## src/rtl/trigger_gen.sv

```systemverilog
// Programmable trigger-pulse generator.
// On start, emits N single-cycle trigger pulses P clocks apart, then pulses done.
module trigger_gen #(
    parameter int PERIOD_W = 16,
    parameter int COUNT_W  = 8
) (
    input  logic                clock,
    input  logic                reset,
    input  logic                start,
    input  logic                abort,
    input  logic [PERIOD_W-1:0] period,
    input  logic [COUNT_W-1:0]  burst,
    output logic                trigger,
    output logic                busy,
    output logic                done,
    output logic [COUNT_W-1:0]  sent
);

    typedef enum logic [1:0] {IDLE, RUN, DONE} state_t;

    state_t              state;
    logic [PERIOD_W-1:0] per_q;
    logic [PERIOD_W-1:0] cnt;
    logic [COUNT_W-1:0]  num_q;
    logic [PERIOD_W-1:0] per_eff;
    logic                go;

    // A zero period would never re-fire; it is treated as back-to-back pulses.
    assign per_eff = (period == '0) ? PERIOD_W'(1) : period;
    assign go      = start && !abort;

    always_ff @(posedge clock) begin
        if (!reset) begin
            state   <= IDLE;
            per_q   <= '0;
            num_q   <= '0;
            cnt     <= '0;
            trigger <= 1'b0;
            busy    <= 1'b0;
            done    <= 1'b0;
            sent    <= '0;
        end else begin
            trigger <= 1'b0;
            done    <= 1'b0;
            unique case (state)
                IDLE, DONE: begin
                    if (go) begin
                        per_q <= per_eff;
                        num_q <= burst;
                        if (burst == '0) begin
                            state <= DONE;
                            done  <= 1'b1;
                            busy  <= 1'b0;
                            sent  <= '0;
                            cnt   <= '0;
                        end else begin
                            state   <= RUN;
                            trigger <= 1'b1;
                            busy    <= 1'b1;
                            sent    <= COUNT_W'(1);
                            cnt     <= per_eff - PERIOD_W'(1);
                        end
                    end else begin
                        state <= IDLE;
                        busy  <= 1'b0;
                    end
                end
                RUN: begin
                    // Abort outranks completion: a final pulse may go out, done never does.
                    if (abort) begin
                        state <= IDLE;
                        busy  <= 1'b0;
                    end else if (sent == num_q) begin
                        state <= DONE;
                        done  <= 1'b1;
                        busy  <= 1'b0;
                    end else if (cnt == '0) begin
                        trigger <= 1'b1;
                        sent    <= sent + COUNT_W'(1);
                        cnt     <= per_q - PERIOD_W'(1);
                    end else begin
                        cnt <= cnt - PERIOD_W'(1);
                    end
                end
                default: begin
                    state <= IDLE;
                    busy  <= 1'b0;
                end
            endcase
        end
    end

endmodule

```

## config.mk

```make
export PLATFORM = sky130hd
export DESIGN_NAME = trigger_gen
export DESIGN_NICKNAME = d
export VERILOG_FILES = /design/src/rtl/trigger_gen.sv
export SDC_FILE = /design/constraint.sdc
export NUM_CORES = 1
export LEC_CHECK = 0
export ABC_AREA = 1
export CAP_MARGIN = 20
export CELL_PAD_IN_SITES_DETAIL_PLACEMENT = 1
export CELL_PAD_IN_SITES_GLOBAL_PLACEMENT = 1
export CORE_ASPECT_RATIO = 0.9
export CORE_MARGIN = 2
export CORE_UTILIZATION = 30
export CTS_BUF_LIST = sky130_fd_sc_hd__clkbuf_16
export DETAILED_ROUTE_END_ITERATION = 12
export PLACE_DENSITY = 0.66
export SLEW_MARGIN = 20
export SYNTH_ARGS = -nofsm -noshare
export SYNTH_HDL_FRONTEND = slang
export SYNTH_SLANG_ARGS = --single-unit
```

## constraint.sdc

```tcl
create_clock -name clock -period 3.8 [get_ports clock]
set_input_delay 0.38 -clock clock [delete_from_list [all_inputs] [get_ports clock]]
set_output_delay 0.38 -clock clock [all_outputs]
set_load 0.01 [all_outputs]
```

==> key figures, run 1 <==
Setup path
  • Critical Path Fanout Max: 7
  • CP Buf/Inv Count: 2
  • Largest stage delay, worst path: 0.56 ns
  • Crit path cell chain: clkdlybuf4s50_1, nor2_1, nand3_1, nor2_1, nand2_1, nand2_1, inv_1, ha_1, nand2_1, nor2_1, nand4_1, nor2_1, o21ai_0, a21oi_1, nor2_1, a21oi_1
  • Startpoint types: input port
  • Worst Path Arrival: approximately 3 ns
  • Required @ worst endpoint: 4.03 ns
  • Largest delay share family, worst path: simple AND/OR/NAND/NOR gates
  • Crit path max-delay cell type: clkdlybuf4s50_1
  • CP Class: in -> reg
  • Nature of the critical path endpoint: flop
  • Most common cell on crit path: nor2_1

Die
  • Die X: around 120 um
  • Initial core utilization: 0.309
  • Core Area: between 10,000 and 15,000 um^2
  • IO Count: 39
  • Die Area: ~12,000 um^2
  • Rows: 36
  • Die height: approximately 100 um

Drt
  • Detailed-route DRC error count: 0
  • Initial DRT Pass Iterations: 4
  • Initial detailed-routing violation count: 197
  • Vias/cell: 4.90
  • Via count: 3,492
  • Drt total wl: 11,400 um
  • Routed len/inst: 16.0 um
  • Remaining antenna violation count: 0

Synthesis
  • Commonest cells in the synthesized netlist: nand2_1 (119), nor2_1 (86), inv_1 (59)
  • Sequential area share after synthesis: 0.309
  • Ys async rst share: 0
  • Synth unique cells: 35
  • Area contributors post-synth: dfxtp_1 (31%), nand2_1 (13%), nor2_1 (9.6%)
  • Most common cell in the netlist: nand2_1
  • Register bit count reported by yosys: 52
  • Share of the synthesized area in the top cell type: 0.309
  • Number of synthesized flops with an enable pin: 0
  • Primary FF master, synth: dfxtp_1
  • Synthesis warning total: 0
  • Post-Synthesis Cells: roughly 530
  • Mean Syn Cell Area: 6.39 um^2
  • Syn Nets: 558
  • Post-Syn Area: between 3000 and 4000 um^2
  • Cell taking the most area after synthesis: dfxtp_1

Power and ir drop
  • Overall Power: 0.00163 W
  • Leak: 1.77 nW
  • Pwr Density: roughly 400 nW/um^2
  • Max IR drop VDD: 0.000165 V

STA
  • Hold WS: 0.489 ns
  • Max frequency: 356 MHz
  • Final hold violations: 0
  • Max-slew violations: 0
  • Worst-Margin Slew: 0.596 ns
  • Clock Skews: 0.00815 ns
  • Tmin final: 2.81 ns
  • Final TNS setup: 0 ns
  • Final setup fails: 0
  • Final worst slack: 0.989 ns
  • Tcrit/Tclk final: 0.740
  • Slew HR: 0.602
  • RSZ-0062 raised after global routing: false

Cells and area
  • Ant. Diodes: 0
  • Fill count: 1,428
  • Nets: 591
  • Post-layout util: 0.372
  • Layout cell share with drive strength beyond 1: 0.0784
  • Synth-to-layout area growth: 20.5%

Hold path
  • Worst hold path type: reg -> reg

GRT
  • GRT overflow: 0
  • Vias in the first global route: 3,562
  • First-pass GRT wire length: 18,700 um
  • Gr usage total: 0.199
  • Largest net degree at the start of global routing: 40
  • Antenna violations before repair: 0

Clock network
  • CTS resizes: 0
  • H-tree depth: 2
  • CTS sink cnt: 52
  • Worst-path clk slew: roughly 0.07 ns
  • CTS hold repair buffers: 0
  • CTS tree: done
  • CTS Buf Count: 5
  • Post-CTS Setup Bufs: 0
  • Root buf cell: clkbuf_16
  • CTS Buffer Depth: 2
  • Later-pin clock latency in the skew report: 0.30 ns

Run
  • Maximum Capacitance Violations: 0

Placement
  • RD Place Congestion: 0.864
  • # port buffers: 38
  • Setup WS pre-CTS: 0.747 ns
  • DP Wirelength: 8760 um

Run status
  • Status: completed
power by group:
group / total, W / switching, W / internal, W
sequential: 0.000611 / 0.0000270 / 0.000584
combinational: 0.000490 / 0.000329 / 0.000162
clock: 0.000528 / 0.000218 / 0.000310
total: 0.00163 / 0.000573 / 0.00106
sequential cells by signal, summed over array words and instances (netlist names):
name     count
cnt         16
done         1
num_q        8
per_q       16
sent         8
state        2
trigger      1
final cells by class:
cell class / count / area [um^2] / area share
Timing Repair Buffer: 42 / 410 / 0.101
Multi-Input combinational cell: 398 / 2020 / 0.498
Clock inverter: 3 / 42.5 / 0.0105
Clock buffer: 5 / 125 / 0.0308
Inverter: 61 / 229 / 0.0564
Sequential cell: 52 / 1040 / 0.257
Tap cell: 152 / 190 / 0.0469
per-layer routing:
layer  up-vias  GRT usage  part of all wire
li1       1757          -                 -
met1      1659      0.299              0.52
met2        69      0.299              0.43
met3         7     0.0286             0.040
met4         0     0.0425            0.0098
met5         -          0                 0
logic make-up after synthesis:
kind of cell | share of synthesized area
flip-flops | 0.309
adder cells (fa/ha/maj) | 0.0112
AO/OA/AOI/OAI | 0.158
AND/OR/NAND/NOR | 0.375
buffers and inverters | 0.0918
XOR/XNOR | 0.0546
through the flow:
stage,cells,cell area [um^2]
detailed placement,705,3890
global route,713,4060
CTS,713,4060
global placement,705,3890
floorplan,527,3370
finish,713,4060
path summary, 6_finish.rpt:
check,from,endpoint,slack (ns),cells after the start
setup / recovery,period[5],cnt[14],0.99,16
hold / removal,cnt[1],cnt[1],0.49,2
setup reg to reg,cnt[9],cnt[10],1.48,12
hold reg to reg,cnt[1],cnt[1],0.49,2
cells in the final DEF (no fill, tap or decap):
cell / netlist / layout
clkinv_2: 0 / 1
xnor2_1: 10 / 10
a211oi_1: 1 / 1
nand2_2: 9 / 9
nor4_2: 1 / 1
buf_4: 0 / 4
clkinvlp_4: 0 / 1
o21ai_1: 2 / 2
nand3_1: 36 / 36
nor2_4: 2 / 2
inv_2: 2 / 2
clkdlybuf4s50_1: 0 / 38
nor3_1: 1 / 1
a221oi_1: 1 / 1
nor2_2: 2 / 3
nand3_2: 5 / 5
nor2_1: 86 / 85
nand3_4: 1 / 1
bufinv_16: 0 / 1
nor4_1: 1 / 1
o21ai_0: 34 / 34
nand2_4: 1 / 1
inv_1: 59 / 59
o31ai_1: 1 / 1
xor2_1: 11 / 11
clkbuf_16: 0 / 5
nand4_1: 6 / 6
ha_1: 3 / 3
nand3b_1: 3 / 3
nand2_1: 119 / 119
a21oi_1: 50 / 50
a21oi_4: 1 / 1
a21oi_2: 4 / 4
o22ai_1: 1 / 1
a31oi_1: 3 / 3
nor2_8: 3 / 3
dfxtp_1: 52 / 52
tightest hold or removal path: cells and delay by family (launching register included):
family | cells | cell delay, ns
buf+inv | 1 | 0.07
flops | 1 | 0.32
compound gates | 1 | 0.06
Note: power is estimated with default switching activity, not from simulation.
==> run 2, diff against run 1 <==
--- a/config.mk
+++ b/config.mk
@@ -14,7 +14,7 @@
 export CORE_UTILIZATION = 30
 export CTS_BUF_LIST = sky130_fd_sc_hd__clkbuf_16
 export DETAILED_ROUTE_END_ITERATION = 12
-export PLACE_DENSITY = 0.66
+export PLACE_DENSITY = 0.69
 export SLEW_MARGIN = 20
 export SYNTH_ARGS = -nofsm -noshare
 export SYNTH_HDL_FRONTEND = slang
==> constraint.sdc (replaced) <==
create_clock -name clock -period 2.3 [get_ports clock]
set_input_delay 0.23 -clock clock [delete_from_list [all_inputs] [get_ports clock]]
set_output_delay 0.23 -clock clock [all_outputs]
set_load 0.01 [all_outputs]
==> key figures, run 2 (synthesis results as in run 1) <==
Setup path
  • Largest delay share family, worst path: simple AND/OR/NAND/NOR gates
  • Worst Path Arrival: 2.37 ns
  • Nature of the critical path endpoint: flop
  • Path depth of the worst reg2reg path: 12
  • Critical R2R Capture: cnt[14]
  • Startpoint types: input port
  • Worst r2r src: cnt[8]
  • CP Buf/Inv Count: 3
  • Largest stage delay, worst path: 0.51 ns
  • CP Class: in -> reg
  • R2r setup slk: approximately 0.21 ns
  • Crit path max-delay cell type: clkdlybuf4s50_1
  • Crit path cell chain: clkdlybuf4s50_1, inv_1, nand3_1, nor2_1, nand2_1, nand2_1, inv_1, ha_1, nand2_2, nor2_2, nand4_1, nor2_2, o21ai_0, a21oi_1, nor2_1, a21oi_1
  • Critical Path Fanout Max: 4
  • Required @ worst endpoint: 2.54 ns

Cells and area
  • Fill count: 1,447
  • Most common cell after layout, fill and taps aside: nand2_1
  • Biggest regs: cnt: 16 flops, per_q: 16 flops
  • Nets: ~630
  • Most frequent cells in the layout: nand2_1 (118), nor2_1 (79), inv_1 (61)
  • Synth-to-layout area growth: 28.7%
  • Non-filler instance count after layout: 750
  • Ant. Diodes: 0
  • Post-layout util: 0.397
  • Layout cell share with drive strength beyond 1: 0.144

GRT
  • Vias in the first global route: roughly 3,800
  • Largest net degree at the start of global routing: 39
  • GRT overflow: 0
  • Gr usage total: 0.211
  • Antenna violations before repair: 0
  • First-pass GRT wire length: 19,700 um

STA
  • Tcrit/Tclk final: 0.926
  • Worst-Margin Slew: between 0.4 and 0.5 ns
  • Final hold violations: 0
  • Max-slew violations: 0
  • Hold WS: between 0.5 and 0.6 ns
  • Slew HR: 0.720
  • RSZ-0062 raised after global routing: true
  • Tmin final: 2.13 ns
  • Final setup fails: 0
  • Max frequency: 469 MHz
  • Clock Skews: roughly 0.0095 ns

Clock network
  • Root buf cell: clkbuf_16
  • Worst-path clk slew: 0.07 ns
  • CTS tree: done
  • H-tree depth: 2
  • Later-pin clock latency in the skew report: 0.30 ns
  • CTS sink cnt: 52
  • CTS hold repair buffers: 0
  • CTS Buffer Depth: 2
  • CTS Buf Count: 5

Power and ir drop
  • Max IR drop VDD: between 0.0003 and 0.0004 V
  • Pwr Density: 607 nW/um^2
  • Leak: 1.95 nW

Placement
  • DP Wirelength: 9400 um
  • Placed cells: 740
  • RD Place Congestion: just over 0.8
  • # port buffers: 38

Hold path
  • Cell depth of the worst hold path: 2
  • HP Start: cnt[1]
  • Worst hold endpoint: cnt[1]
  • Worst hold path type: reg -> reg

Die
  • Core Area: around 11,000 um^2
  • Die Area: approximately 12,000 um^2
  • Die X: 116 um
  • Initial core utilization: 0.309
  • Rows: 36
  • IO Count: 39
  • Die height: 104 um

Drt
  • Vias/cell: 4.87
  • Drt total wl: 12,100 um
  • Initial DRT Pass Iterations: 4
  • Via count: 3,651
  • Routed len/inst: around 16 um
  • Initial detailed-routing violation count: 197
  • Remaining antenna violation count: 0
  • Detailed-route DRC error count: 0

Run status
  • Status: completed

Run
  • Maximum Capacitance Violations: 0
[run 2: power by group]
part           switching, W  internal, W
clock              0.000344     0.000393
sequential        0.0000399     0.000964
combinational      0.000568     0.000321
[run 2: how the worst max path moves through the flow]
| stage | depth (start not counted) | slack, ns | to | start |
|---|---|---|---|---|
| after floorplan | 15 | 0.45 | cnt[14] | period[7] |
| after global placement | 14 | -0.02 | cnt[12] | period[6] |
| after detailed placement | 16 | -0.18 | cnt[14] | period[6] |
| after CTS | 16 | 0.1 | cnt[14] | period[5] |
| after global routing | 16 | -0.01 | cnt[14] | period[6] |
| final | 16 | 0.17 | cnt[14] | period[6] |
[run 2: per-stage QoR]
step	power (W)	setup WS (ns)	setup TNS [ns]	instance area, um^2
final	0.00263	0.170	0	4330
after global routing	0.00280	-0.0128	-0.0128	4330
after CTS	0.00264	0.0994	0	4290
after detailed placement	0.00189	-0.179	-0.716	4150
after global placement	0.00186	-0.0197	-0.0197	4150
after floorplan	0.00159	0.452	0	3370
[run 2: metal layers]
layer	routed length [um]	up-vias	GRT usage
met5	0	-	0
met4	277	0	0.0663
met3	318	17	0.0286
met2	5390	56	0.329
met1	6100	1751	0.300
li1	-	1827	-
[run 2: worst min-delay path, delay by kind of cell, from the launching register on]
family,cells,cell delay [ns]
AO/OA/AOI/OAI,1,0.06
flip-flops,1,0.33
buffers and inverters,1,0.08
[run 2: what timing repair did]
action | in CTS | in global routing
endpoints found under the setup margin | 0 | 5
buffers inserted | 0 | 2
resized for setup | 0 | 9
[run 2: cell type report]
type	instances	area, um^2	area share
Sequential cell	52	1040	0.240
Multi-Input combinational cell	398	2050	0.472
Tap cell	152	190	0.0439
Clock buffer	5	125	0.0289
Timing Repair Buffer	79	688	0.159
Inverter	61	229	0.0529
Clock inverter	3	11.3	0.00260
==> run 3, diff against run 2 <==
--- a/config.mk
+++ b/config.mk
@@ -14,7 +14,7 @@
 export CORE_UTILIZATION = 30
 export CTS_BUF_LIST = sky130_fd_sc_hd__clkbuf_16
 export DETAILED_ROUTE_END_ITERATION = 12
-export PLACE_DENSITY = 0.69
+export PLACE_DENSITY = 0.66
 export SLEW_MARGIN = 20
 export SYNTH_ARGS = -nofsm -noshare
 export SYNTH_HDL_FRONTEND = slang
==> constraint.sdc (replaced) <==
create_clock -name clock -period 2.7 [get_ports clock]
set_input_delay 0.27 -clock clock [delete_from_list [all_inputs] [get_ports clock]]
set_output_delay 0.27 -clock clock [all_outputs]
set_load 0.01 [all_outputs]
==> key figures, run 3 (synthesis results as in run 1) <==
Run status
  • Status: completed

Setup path
  • CP Class: in -> reg
  • Nature of the critical path endpoint: flop
  • Critical Path Fanout Max: 3
  • Worst Path Arrival: 2.60 ns
  • Startpoint types: input port
  • Required @ worst endpoint: 2.92 ns

STA
  • Max-slew violations: 0
  • RSZ-0062 raised after global routing: false
  • Tmin final: 2.37 ns
  • Final TNS setup: 0 ns
  • Slew HR: 0.590
  • Max frequency: 422 MHz
  • Clock Skews: 0.00681 ns
  • Tcrit/Tclk final: 0.878
  • Final hold violations: 0
  • Final setup fails: 0
  • Worst-Margin Slew: between 0.6 and 0.7 ns

GRT
  • Gr usage total: 0.200
  • Antenna violations before repair: 0
  • First-pass GRT wire length: 19,000 um
  • Vias in the first global route: 3,609
  • GRT overflow: 0
  • Largest net degree at the start of global routing: 39

Drt
  • Routed len/inst: 15.8 um
  • Drt total wl: 11,400 um
  • Via count: around 3,500
  • Detailed-route DRC error count: 0
  • Initial DRT Pass Iterations: 5
  • Initial detailed-routing violation count: 134
  • Remaining antenna violation count: 0
  • Vias/cell: 4.90

Die
  • Die height: approximately 100 um
  • Die X: 116 um
  • Die Area: 12,100 um^2
  • Rows: 36
  • IO Count: 39
  • Core Area: between 10,000 and 15,000 um^2
  • Initial core utilization: 0.309

Cells and area
  • Ant. Diodes: 0
  • Post-layout util: 0.376
  • Non-filler instance count after layout: 723
  • Most frequent cells in the layout: nand2_1 (119), nor2_1 (85), inv_1 (59)
  • Synth-to-layout area growth: 21.9%
  • Fill count: 1,453
  • Layout cell share with drive strength beyond 1: 0.0928
  • Most common cell after layout, fill and taps aside: nand2_1
  • Biggest regs: cnt: 16 flops, per_q: 16 flops
  • Area of the multi-input gates: 2020 um^2
  • Sequential standard cell area: 1040 um^2
  • Nets: about 600

Power and ir drop
  • Power share of the combinational group: 0.320
  • Share of power burned in registers: 0.393
  • Pint: around 0.0014 W
  • Max IR drop VDD: ~0.00024 V
  • Pwr Density: 533 nW/um^2
  • Clock power frac: 0.288
  • Switching power: 0.000793 W
  • Leak: 1.81 nW
  • Switch share: 0.362

Clock network
  • CTS sink cnt: between 50 and 60
  • CTS tree: done
  • CTS resizes: 0
  • Root buf cell: clkbuf_16
  • Later-pin clock latency in the skew report: 0.29 ns
  • Worst-path clk slew: 0.07 ns
  • CTS Buf Count: 5
  • Post-CTS Setup Bufs: 0
  • H-tree depth: 2
  • CTS Buffer Depth: 2
  • CTS hold repair buffers: 0

Hold path
  • Worst hold path type: reg -> reg

Placement
  • RD Place Congestion: 0.825
  • # port buffers: 38
  • DP Wirelength: 8790 um
  • Placed cells: 715

Run
  • Maximum Capacitance Violations: 0
## run 3: stage by stage
stage / setup WS (ns) / power [W] / hold WS (ns) / instance area, um^2
2_1_floorplan: 0.812 / 0.00136 / 0.405 / 3370
3_3_place_gp: 0.212 / 0.00156 / 0.480 / 3960
3_5_place_dp: 0.0724 / 0.00157 / 0.491 / 3960
4_1_cts: 0.366 / 0.00221 / 0.502 / 4100
5_1_grt: 0.0428 / 0.00234 / 0.520 / 4100
6_report: 0.328 / 0.00219 / 0.508 / 4100
## run 3: cell type report
type	instances	area share
Multi-Input combinational cell	398	0.492
Sequential cell	52	0.254
Timing Repair Buffer	52	0.118
Inverter	61	0.0558
Tap cell	152	0.0464
Clock buffer	5	0.0305
Clock inverter	3	0.00335
## run 3: power groups by stage
| stage | clock, W | combinational, W | sequential (W) |
|---|---|---|---|
| final | 0.000630 | 0.000700 | 0.000859 |
| after global routing | 0.000687 | 0.000791 | 0.000866 |
| after CTS | 0.000649 | 0.000701 | 0.000859 |
| after detailed placement | 0 | 0.000696 | 0.000877 |
| after global placement | 0 | 0.000680 | 0.000876 |
| after floorplan | 0 | 0.000493 | 0.000864 |
## run 3: worst max-delay path, cell delays in order
cell             delay (ns)
clkdlybuf4s50_1        0.54
inv_1                  0.09
nand3_1                0.15
nor2_1                 0.06
nand2_1                0.06
nand2_1                0.06
inv_1                  0.08
ha_1                   0.20
nand2_1                0.08
nor2_1                 0.27
nand4_1                0.17
nor2_1                 0.15
o21ai_0                0.09
a21oi_1                0.13
nor2_1                 0.05
a21oi_1                0.15
## run 3: worst paths after layout
check | slack [ns] | cells past startpoint | end | start
worst min-delay path | 0.51 | 2 | cnt[1] | cnt[1]
worst max register to register | 0.40 | 12 | cnt[6] | cnt[9]
worst max-delay path | 0.33 | 16 | cnt[14] | period[6]
worst min register to register | 0.51 | 2 | cnt[1] | cnt[1]
## run 3: layer usage
layer  global-route usage  wire (um)  vias to the layer above  part of all wire
met3               0.0291        572                       10             0.050
met1                0.301       5860                     1685              0.51
li1                     -          -                     1772                 -
met4               0.0459        129                        0             0.011
met2                0.298       4830                       75              0.42
met5                    0          0                        -                 0
